<file path="src/rtl/ni_flit_depacketizer.sv">
// Reassembles head/body/tail NoC flits into fixed-length packets and queues
// completed packets in a small FIFO for the consumer.
module ni_flit_depacketizer #(
  parameter int FLIT_W     = 16,
  parameter int BODY_FLITS = 2,
  parameter int PKT_DEPTH  = 2
) (
  input  logic                                   clk,
  input  logic                                   resetn,
  input  logic [FLIT_W-1:0]                      i_flit,
  input  logic                                   enable,
  output logic                                   ready,
  output logic [(BODY_FLITS+2)*(FLIT_W-2)-1:0]   o_pkt,
  output logic                                   o_pkt_valid,
  input  logic                                   i_pkt_ready,
  output logic                                   o_err,
  output logic [$clog2(PKT_DEPTH+1)-1:0]         o_pkt_count
);
  localparam int PW          = FLIT_W - 2;
  localparam int TOTAL_FLITS = BODY_FLITS + 2;
  localparam int PKT_W       = TOTAL_FLITS * PW;
  localparam int CNTW        = $clog2(PKT_DEPTH + 1);
  localparam int BCW         = $clog2(BODY_FLITS + 1);
  localparam int PTRW        = (PKT_DEPTH > 1) ? $clog2(PKT_DEPTH) : 1;
  localparam logic [CNTW-1:0] DEPTH_C   = CNTW'(PKT_DEPTH);
  localparam logic [BCW-1:0]  LAST_BODY = BCW'(BODY_FLITS - 1);
  localparam logic [PTRW-1:0] LAST_PTR  = PTRW'(PKT_DEPTH - 1);
  localparam logic [1:0] T_HEAD = 2'b01, T_BODY = 2'b00, T_TAIL = 2'b10;

  typedef enum logic [1:0] {S_HEAD, S_BODY, S_TAIL} state_t;

  state_t                            r_state, w_nxt;
  logic [BCW-1:0]                    r_bcnt;
  logic [TOTAL_FLITS-2:0][PW-1:0]    r_asm;
  logic [PKT_W-1:0]                  r_buf [PKT_DEPTH];
  logic [PTRW-1:0]                   r_wr, r_rd;
  logic [CNTW-1:0]                   r_count;
  logic                              r_err;

  logic [1:0]    w_type;
  logic [PW-1:0] w_pay;
  logic          w_acc, w_pop, w_err, w_ld_head, w_ld_body, w_push;
  logic [PKT_W-1:0] w_pkt;

  assign w_type      = i_flit[FLIT_W-1 -: 2];
  assign w_pay       = i_flit[PW-1:0];
  assign ready       = (r_count < DEPTH_C);
  assign w_acc       = enable && ready;
  assign o_pkt_valid = (r_count != '0);
  assign w_pop       = o_pkt_valid && i_pkt_ready;
  assign o_pkt       = r_buf[r_rd];
  assign o_pkt_count = r_count;
  assign o_err       = r_err;

  // Head sits in the MSB slot; the tail payload is taken straight from the flit.
  for (genvar k = 0; k < TOTAL_FLITS-1; k++) begin : g_flat
    assign w_pkt[(TOTAL_FLITS-1-k)*PW +: PW] = r_asm[k];
  end
  assign w_pkt[PW-1:0] = w_pay;

  always_ff @(posedge clk or negedge resetn) begin
    if (!resetn) r_state <= S_HEAD;
    else         r_state <= w_nxt;
  end

  always_comb begin
    w_nxt = r_state;
    if (w_acc) begin
      case (r_state)
        S_HEAD:  if (w_type == T_HEAD) w_nxt = S_BODY;
        S_BODY: begin
          if (w_type == T_HEAD)      w_nxt = S_BODY;
          else if (w_type == T_BODY) w_nxt = (r_bcnt == LAST_BODY) ? S_TAIL : S_BODY;
          else                       w_nxt = S_HEAD;
        end
        S_TAIL:  w_nxt = (w_type == T_HEAD) ? S_BODY : S_HEAD;
        default: w_nxt = S_HEAD;
      endcase
    end
  end

  // A head always (re)starts assembly; anything unexpected is flagged.
  always_comb begin
    w_err     = 1'b0;
    w_ld_head = 1'b0;
    w_ld_body = 1'b0;
    w_push    = 1'b0;
    if (w_acc) begin
      w_ld_head = (w_type == T_HEAD);
      case (r_state)
        S_HEAD:  w_err = (w_type != T_HEAD);
        S_BODY: begin
          w_ld_body = (w_type == T_BODY);
          w_err     = (w_type != T_BODY);
        end
        S_TAIL: begin
          w_push = (w_type == T_TAIL);
          w_err  = (w_type != T_TAIL);
        end
        default: w_err = 1'b1;
      endcase
    end
  end

  always_ff @(posedge clk or negedge resetn) begin
    if (!resetn) begin
      r_bcnt <= '0;
      r_asm  <= '0;
      r_err  <= 1'b0;
    end else begin
      r_err <= w_err;
      if (w_ld_head) begin
        r_bcnt   <= '0;
        r_asm[0] <= w_pay;
      end else if (w_ld_body) begin
        r_bcnt <= r_bcnt + 1'b1;
        for (int k = 1; k < TOTAL_FLITS-1; k++)
          if (int'(r_bcnt) + 1 == k) r_asm[k] <= w_pay;
      end
    end
  end

  // Push cannot happen while full because acceptance is gated by ready.
  always_ff @(posedge clk or negedge resetn) begin
    if (!resetn) begin
      for (int i = 0; i < PKT_DEPTH; i++) r_buf[i] <= '0;
      r_wr    <= '0;
      r_rd    <= '0;
      r_count <= '0;
    end else begin
      if (w_push) begin
        r_buf[r_wr] <= w_pkt;
        r_wr        <= (r_wr == LAST_PTR) ? '0 : r_wr + 1'b1;
      end
      if (w_pop) r_rd <= (r_rd == LAST_PTR) ? '0 : r_rd + 1'b1;
      case ({w_push, w_pop})
        2'b10:   r_count <= r_count + 1'b1;
        2'b01:   r_count <= r_count - 1'b1;
        default: r_count <= r_count;
      endcase
    end
  end
endmodule

</file>
<file path="config.mk">
export PLATFORM = sky130hd
export DESIGN_NAME = ni_flit_depacketizer
export DESIGN_NICKNAME = d
export VERILOG_FILES = /design/src/rtl/ni_flit_depacketizer.sv
export SDC_FILE = /design/constraint.sdc
export NUM_CORES = 1
export LEC_CHECK = 0
export ABC_AREA = 0
export CORE_ASPECT_RATIO = 1.2
export CORE_MARGIN = 2
export CORE_UTILIZATION = 56
export CTS_CLUSTER_SIZE = 20
export DETAILED_ROUTE_END_ITERATION = 16
export PLACE_DENSITY = 0.8
export SLEW_MARGIN = 10
export SYNTH_ARGS = -nofsm -noshare
export SYNTH_HDL_FRONTEND = slang
export SYNTH_SLANG_ARGS = --single-unit
</file>
<file path="constraint.sdc">
create_clock -name clk -period 2.08 [get_ports clk]
set_input_delay 0.312 -clock clk [delete_from_list [all_inputs] [get_ports clk]]
set_output_delay 0.312 -clock clk [all_outputs]
set_load 0.02 [all_outputs]
</file>
== Word level (Yosys, flattened, before mapping) ==
Index checks and enable logic that the tools add are counted.
Storage, ports and cells
  bits of input ports: 20
  register bits after elaboration: 163
Cells by class
  reduce and logical (&&, ||, !) cells: 12
  eq/ne operators: 12
  muxes and demuxes: 24
  add/subtract/negate cells: 6
  magnitude comparators: 4
  bitwise operators: 3
Operators with widths (count)
  56-bit 2-to-1 mux: 4
  112-bit bitwise mux: 1
  56-bit demux with 1-bit select: 1
  32-bit by 2-bit == test with 1-bit output, second input constant: 1
  2-bit 2-to-1 mux: 6
  1-bit 2-to-1 mux: 9
  2-bit by 1-bit == test with 1-bit output, second input constant: 4
  2-bit nonzero test: 4
  2-bit == test, second input constant: 3
  2-bit one-hot mux with 3 select lines: 1
  3-bit AND reduction: 2
  2-bit by 1-bit adder with 2-bit output, second input constant: 2
  2-bit greater-or-equal comparator, second input constant: 2
  2-bit logical NOT: 2
  2-bit inequality test, second input constant: 2
  1-bit inverter with 2-bit output: 2
  2-bit one-hot mux with 2 select lines: 1
  2-bit by 1-bit adder with 3-bit output, second input constant: 1
  3-bit by 2-bit == test with 1-bit output, second input constant: 1
  1-bit logical AND: 3
  1-bit one-hot mux with 3 select lines: 1
  1-bit adder, second input constant: 2
  2-bit by 1-bit < comparator with 1-bit output, second input constant: 1
  2-bit < comparator, second input constant: 1
  other kinds (4): 4

== Depth between registers and ports, before layout ==
Gate-level depths: netlist of run 1.
  depth after elaboration: 6
  depth in mapped cells: 7
  mapped depth without buffers: 6

== Worst setup path after synthesis of run 1 ==
Ideal clock, no wire load.
  path kind: register to register
  start: register r_count[1] (netlist: o_pkt_count[1])
  end: register r_buf[15] (netlist bit)
  library setup time: 127 ps
  stages on the path, launching flop included: 7
  data arrival time: 1871 ps
  slack: 82 ps
  cell sequence: dfrtp_1 nand2b_1 buf_2 or4_1 buf_4 buf_6 mux2_1
Between the ends
  word-level cells in the longest chain between the ends: 3
RTL lines
  start, declared: RTL line 37  | logic [CNTW-1:0] r_count;
  start signal, assigned: RTL line 137  | 2'b10: r_count <= r_count + 1'b1;
  start signal, assigned: RTL line 138  | 2'b01: r_count <= r_count - 1'b1;
  start signal, assigned: RTL line 139  | default: r_count <= r_count;
  2-bit < comparator: RTL line 47  | assign ready = (r_count < DEPTH_C);
  1-bit logical AND: RTL line 48  | assign w_acc = enable && ready;
  1-bit 2-to-1 mux: RTL line 88  | if (w_acc) begin
  end signal, assigned by index: RTL line 132  | r_buf[r_wr] <= w_pkt;
  end, declared: RTL line 35  | logic [PKT_W-1:0] r_buf [PKT_DEPTH];
No other way between the ends.
A chain may end at the register's enable or synchronous reset.

== Worst setup path after layout of run 1 ==
  start: register r_rd
  end: output port o_pkt[2]
Between the ends
  word-level cells in the longest chain between the ends: 4
RTL lines
  start, declared: RTL line 36  | logic [PTRW-1:0] r_wr, r_rd;
  start signal, assigned: RTL line 135  | if (w_pop) r_rd <= (r_rd == LAST_PTR) ? '0 : r_rd + 1'b1;
  1-bit inverter with 2-bit output (not written as such): RTL line 51  | assign o_pkt = r_buf[r_rd];
  56-bit 2-to-1 mux (not written as such) (3 in a row): RTL line 51
  end, declared: RTL line 13  | output logic [(BODY_FLITS+2)*(FLIT_W-2)-1:0] o_pkt,
No other way between the ends. The select of a mux whose other input is x is not followed.

==> results of run 1 <==
## cells in the final DEF, fill, tap and decap left out, types with 3 or more instances in the layout
| cell type | n |
|---|---|
| inv_1 | 6 |
| clkdlybuf4s50_1 | 22 |
| dlygate4sd2_1 | 26 |
| dfrtp_1 | 162 |
| clkdlybuf4s15_1 | 6 |
| clkbuf_8 | 3 |
| mux2_4 | 19 |
| buf_4 | 11 |
| buf_12 | 10 |
| xnor2_1 | 4 |
| clkbuf_16 | 18 |
| ha_1 | 3 |
| nor2_1 | 4 |
| mux2_1 | 29 |
| buf_2 | 24 |
| mux2_2 | 164 |
| clkbuf_1 | 4 |
| clkinvlp_4 | 3 |
## layer usage
metal	global-route usage [%]	routed length [um]	up-vias
met5	0	0	-
met4	9.83	464	0
met3	4.88	441	29
met2	40.5	7560	89
met1	27.2	5990	2051
li1	-	-	1762
## stage by stage
step	setup slack (ns)	std cells	setup TNS, ns	util, %	instance area (sq um)
CTS	-0.0638	710	-0.0754	70.3	8550
global placement	-0.211	674	-23.03	66.5	8090
floorplan	0.0819	439	0	-	7010
global route	-0.0549	711	-0.191	70.5	8580
detailed placement	-0.247	674	-26.34	66.5	8090
finish	-0.0292	711	-0.0292	70.5	8580
## area by class of cell
| class | count | area [sq um] | share of cell area, % |
|---|---|---|---|
| multi-input cells | 245 | 2720 | 31.6 |
| clock inverters | 8 | 101 | 1.18 |
| inverters | 6 | 22.5 | 0.262 |
| clock buffers | 24 | 482 | 5.61 |
| well taps | 161 | 201 | 2.35 |
| repair buffers | 104 | 980 | 11.4 |
| flip-flops and latches | 163 | 4080 | 47.5 |
## worst paths after layout
path,endpoint,slack (ns),cells past startpoint
worst max-delay path,o_pkt[2],-0.03,4
worst min-delay path,r_buf[8]$_DFFE_PN0P_,0.41,2
worst max register to register,r_buf[111]$_DFFE_PN0P_,0.08,4
worst min register to register,r_buf[20]$_DFFE_PN0P_,0.48,1
max in group asynchronous,r_rd$_DFFE_PN0P_,1.00,3
min in group clk,r_buf[20]$_DFFE_PN0P_,0.48,1
## kinds of logic after synthesis
| family | share of synthesized area (%) |
|---|---|
| buffers and inverters | 3.34 |
| and+or+nand+nor | 1.86 |
| DFF | 58.2 |
| adders and majority gates | 0.535 |
| muxes | 35.1 |
| AOI/OAI and AO/OA | 0.410 |
| xor gates and xnor gates | 0.625 |
## state kept, by name, indices dropped and copies added, names as in the netlist
name	flops
r_bcnt	2
o_err	1
r_buf	112
r_wr	1
o_pkt_count	2
r_asm	42
r_rd	1
r_state	2
## where the power goes
| part | switching (mW) | total, mW | leakage, nW | internal, mW |
|---|---|---|---|---|
| Clock | 1.18 | 3.04 | 0.276 | 1.86 |
| Sequential | 0.407 | 4.09 | 2.21 | 3.69 |
| Combinational | 0.837 | 1.98 | 2.06 | 1.14 |
| Total | 2.43 | 9.11 | 4.55 | 6.69 |
## what timing repair did
action	in CTS	in global routing
hold endpoints to repair	50	0
cloned	0	1
gates resized for setup	130	8
endpoints found under the setup margin	57	8
buffers inserted	3	0
hold buffers	1	0
## worst max-delay path, cell delays in order, from the launching register on
cell and delay, ns:
dfrtp_2 0.46, buf_12 0.18, buf_4 0.13, mux2_2 0.33
clkdlybuf4s15_2 0.28
==> key figures, run 1 <==
Critical path
  • Worst Setup SP: r_rd$_DFFE_PN0P_
  • Critical path arrival: approximately 1.8 ns
  • Critical Path End Type: output port
  • Critical path type: flop to output port
  • RR Startpoint: r_state[0]$_DFFE_PN0P_
  • CP Data Required Time: between 1.5 and 2 ns
  • Startpoint type of the worst setup path: flop
  • Worst-path fanout max: 13

Global routing
  • GR Util All Layers: a little under a quarter
  • Initial antenna violation count: 0
  • Total grt overflow: 0
  • Largest net degree at the start of global routing: 55
  • First-pass GRT wire length: approximately 23000 um
  • Number of global-route vias before repair: 4341

Placed design
  • Dpl hpwl: about 9600 um
  • Input/output buffers: 80
  • Gpl congestion: approximately 0.76

Synthesis
  • Register area share after synthesis: around 58%
  • Most numerous cell in the Yosys netlist: mux2_2
  • Top post-synthesis cells by count: 164 x mux2_2, 163 x dfrtp_1, 29 x mux2_1
  • Synth Register Bits: between 150 and 200
  • Synth unique cells: 31
  • Synth Flop Type: dfrtp_1
  • Syn_area_per_cell: ~16 sq um
  • Cell accounting for the most synthesized area: dfrtp_1
  • Post-Synthesis Net Count: roughly 460
  • Post-synth design cell area: roughly 7000 sq um
  • Synth top area cells: dfrtp_1 58%, mux2_2 26%, mux2_1 4.7%
  • Ys async rst share: 100%
  • Gate Count Post-Synth: approximately 440
  • Yosys Warn Count: 0
  • Yosys top cell area share: 58.2%
  • Post-synth EDFFs: 0

Floorplan
  • Initial core utilization: 57.6%
  • Die H: roughly 130 um
  • Die width: between 100 and 150 um
  • # rows: 44
  • Total die area: 13400 sq um
  • Core area: 12200 sq um
  • I/O pin total: 81

CTS
  • Clock sinks: ~160
  • Worst-path clk slew: approximately 0.06 ns
  • Num CTS Buffers: 17
  • Clk_lat worst skew: 0.42 ns
  • TritonCTS clock tree: yes
  • CTS Buffer Depth: 2
  • CTS H-tree depth: 4
  • Root Buffer Master: clkbuf_16

Route
  • Starting DRC count in detailed routing: approximately 120
  • Residual DRC: 0
  • 1st-pass router iterations: 4
  • Final wirelength: around 14000 um
  • Final ANT Viol Nets: 0
  • WL/cell: 20.3 um
  • Routed vias: 3931
  • Vias/cell: approximately 5.5

Timing
  • Skew final: approximately 0.0057 ns
  • Fmax: 0.474 GHz
  • WHS: just over 0.4 ns
  • Max-slew violations: 0
  • Min Tclk post-route: around 2.1 ns
  • RSZ-0062 raised after global routing: yes
  • Tcrit/Tclk final: 101%
  • Fin. Hold Viols: 0
  • Final setup fails: 1
  • Final setup margin: -0.0292 ns
  • Rel. slew slack: between 60% and 70%
  • Worst-Margin Slew: between 0.5 and 0.6 ns

Flow run
  • Max Cap Viol: 0

Run status
  • Status: finished with violations
  • Failing checks: setup timing

Worst hold path
  • Hold Crit Class: primary input to async pin

Final layout
  • Fillcell total: 820
  • Final net count: 560
  • Share of cells above drive strength 1: between 40% and 50%
  • Synth-to-Final Area Change: 22.4%
  • Ant. Diodes: 0

Power
  • Leakage: 4.55 nW
  • Worst vdd ir: approximately 0.68 mV
  • Overall power: ~9.1 mW
  • PD cells: 1060 nW/um^2
Power figures use the tool's default switching activity.
==> run 2: changes to the inputs <==
- CORE_MARGIN: 2 -> unset
- REMOVE_ABC_BUFFERS: unset -> 1
==> key figures, run 2 (same netlist as run 1, synthesis figures left out) <==
Global routing
  • Number of global-route vias before repair: 4329 (was 4341)
  • Largest net degree at the start of global routing: 55 (unchanged)
  • GR Util All Layers: 22.9% (was 23.0%)
  • Initial antenna violation count: 0 (unchanged)
  • First-pass GRT wire length: 22600 um (was 23000 um)
  • Total grt overflow: 0 (unchanged)

Timing
  • Skew final: 0.00777 ns (was 0.00572 ns)
  • Final setup fails: 0 (was 1)
  • Rel. slew slack: 65.3% (was 64.7%)
  • Worst-Margin Slew: 0.521 ns (was 0.530 ns)
  • Total Neg Setup Slack: 0 ns (was -0.0292 ns)
  • Min Tclk post-route: 2.03 ns (was 2.11 ns)
  • Max-slew violations: 0 (unchanged)
  • Fmax: 0.492 GHz (was 0.474 GHz)
  • Final setup margin: 0.0474 ns (was -0.0292 ns)
  • Fin. Hold Viols: 0 (unchanged)
  • Tcrit/Tclk final: 97.7% (was 101%)
  • RSZ-0062 raised after global routing: yes (unchanged)

Critical path
  • Critical path type: flop to output port (unchanged)
  • R2R setup slack: 0.09 ns (was 0.08 ns)
  • Worst-path fanout max: 17 (was 13)
  • CP Data Required Time: 1.77 ns (about the same)
  • Startpoint type of the worst setup path: flop (unchanged)
  • Critical Path End Type: output port (unchanged)
  • Cells on worst reg2reg path: 4 (unchanged)
  • Critical path arrival: 1.72 ns (was 1.80 ns)

Floorplan
  • # rows: 44 (unchanged)
  • I/O pin total: 81 (unchanged)
  • Core area: 12200 sq um (unchanged)
  • Initial core utilization: 57.6% (unchanged)
  • Total die area: 13000 sq um (was 13400 sq um)
  • Die H: 125 um (was 127 um)
  • Die width: 104 um (was 106 um)

Final layout
  • Final net count: 561 (was 560)
  • Most frequent cells in the layout: 163 x mux2_2, 162 x dfrtp_1, 29 x mux2_1, 24 x clkdlybuf4s15_1, 22 x clkdlybuf4s50_1 (was 164 x mux2_2, 162 x dfrtp_1, 29 x mux2_1, 26 x dlygate4sd2_1, 24 x buf_2)
  • Largest registers: r_buf (112), r_asm (42) (unchanged)
  • Synth-to-Final Area Change: 22.8% (was 22.4%)
  • Share of cells above drive strength 1: 49.7% (was 48.5%)
  • Ant. Diodes: 0 (unchanged)
  • Max FFs per register: 112 (unchanged)
  • Most flops, register: r_buf (unchanged)
  • Most common cell after layout, fill and taps aside: mux2_2 (unchanged)
  • Non-Filler Instances: 712 (was 711)

Placed design
  • Dpl hpwl: 8540 um (was 9560 um)
  • Input/output buffers: 80 (unchanged)
  • Gpl congestion: 0.800 (was 0.760)
  • Placed insts: 676 (was 674)
  • Setup Slack @ Placement: -0.245 ns (was -0.247 ns)

Route
  • Residual DRC: 0 (unchanged)
  • Final ANT Viol Nets: 0 (unchanged)
  • Final wirelength: 13500 um (was 14500 um)
  • Vias/cell: 5.46 (was 5.53)
  • WL/cell: 19.0 um (was 20.3 um)
  • Routed vias: 3891 (was 3931)
  • Starting DRC count in detailed routing: 153 (was 117)
  • 1st-pass router iterations: 4 (unchanged)

CTS
  • TritonCTS clock tree: yes (unchanged)
  • CTS H-tree depth: 4 (unchanged)
  • CTS Buffer Depth: 2 (unchanged)
  • Clock sinks: 163 (unchanged)
  • Clk_lat worst skew: 0.42 ns (about the same)
  • Num CTS Buffers: 17 (unchanged)
  • Root Buffer Master: clkbuf_16 (unchanged)
  • Worst-path clk slew: 0.06 ns (about the same)

Run status
  • Status: finished, final reports clean (was finished with violations)

Power
  • Share of power burned in registers: 44.5% (was 44.9%)
  • P_int: 6.66 mW (was 6.69 mW)
  • Psw: 2.50 mW (was 2.43 mW)
  • Clock power frac: 34.1% (was 33.4%)
  • Logic pwr share: 21.3% (was 21.7%)
  • Net Sw Frac: 27.3% (was 26.6%)
  • Worst vdd ir: 0.568 mV (was 0.685 mV)
  • Leakage: 4.47 nW (was 4.55 nW)
  • PD cells: 1060 nW/um^2 (about the same)

Worst hold path
  • Hold Crit Class: primary input to async pin (unchanged)

Flow run
  • Max Cap Viol: 0 (unchanged)
## run 2: per-layer routing
layer / global-route usage (%) / vias to the layer above / share of wire [%]
met5: 0 / - / 0
met4: 9.50 / 0 / 1.9
met3: 4.08 / 22 / 2.1
met2: 41.0 / 61 / 55
met1: 26.9 / 2049 / 41
li1: - / 1759 / -
## run 2: per-stage QoR
stage / power, mW / cell area, sq um / utilization, % / hold WS, ns
after CTS: 9.24 / 8640 / 71.0 / 0.430
after floorplan: 5.18 / 6800 / - / 0.0164
after global routing: 9.54 / 8610 / 70.7 / 0.438
after global placement: 5.87 / 8080 / 66.4 / 0.297
final: 9.16 / 8610 / 70.7 / 0.411
after detailed placement: 6.00 / 8080 / 66.4 / 0.309
## run 2: area by class of cell
class | count | area (sq um)
fillers | 807 | 3560
well taps | 161 | 201
multi-input cells | 245 | 2720
inverters | 6 | 22.5
clock inverters | 13 | 151
clock buffers | 19 | 453
repair buffers | 105 | 978
flip-flops and latches | 163 | 4080
## run 2: worst paths after layout
path	startpoint	to
worst max-delay path	r_rd$_DFFE_PN0P_	o_pkt[17]
worst min-delay path	resetn	r_buf[77]$_DFFE_PN0P_
worst max register to register	r_state[0]$_DFFE_PN0P_	r_buf[17]$_DFFE_PN0P_
worst min register to register	r_buf[52]$_DFFE_PN0P_	r_buf[52]$_DFFE_PN0P_
max in group asynchronous	resetn	r_buf[98]$_DFFE_PN0P_
min in group clk	r_buf[52]$_DFFE_PN0P_	r_buf[52]$_DFFE_PN0P_
## run 2: power by group through the flow
stage / Clock [mW] / Sequential, mW / Combinational, mW
3_3_place_gp: 0 / 4.08 / 1.79
3_5_place_dp: 0 / 4.15 / 1.86
6_report: 3.13 / 4.08 / 1.95
4_1_cts: 3.18 / 4.08 / 1.99
5_1_grt: 3.30 / 4.15 / 2.09
2_1_floorplan: 0 / 4.15 / 1.03
## run 2: timing repair
| item | 4_1_cts | 5_1_grt |
|---|---|---|
| resized for setup | 111 | 49 |
| setup buffers | 2 | 0 |
| gates cloned | 1 | 0 |
| hold buffers | 1 | 0 |
| hold endpoints to repair | 50 | 0 |
| setup endpoints to repair | 57 | 47 |
## run 2: worst max-delay path, cell delays in order, from the launching register on
cell             delay, ns
dfrtp_2               0.45
buf_12                0.19
mux2_2                0.36
clkdlybuf4s15_1       0.29
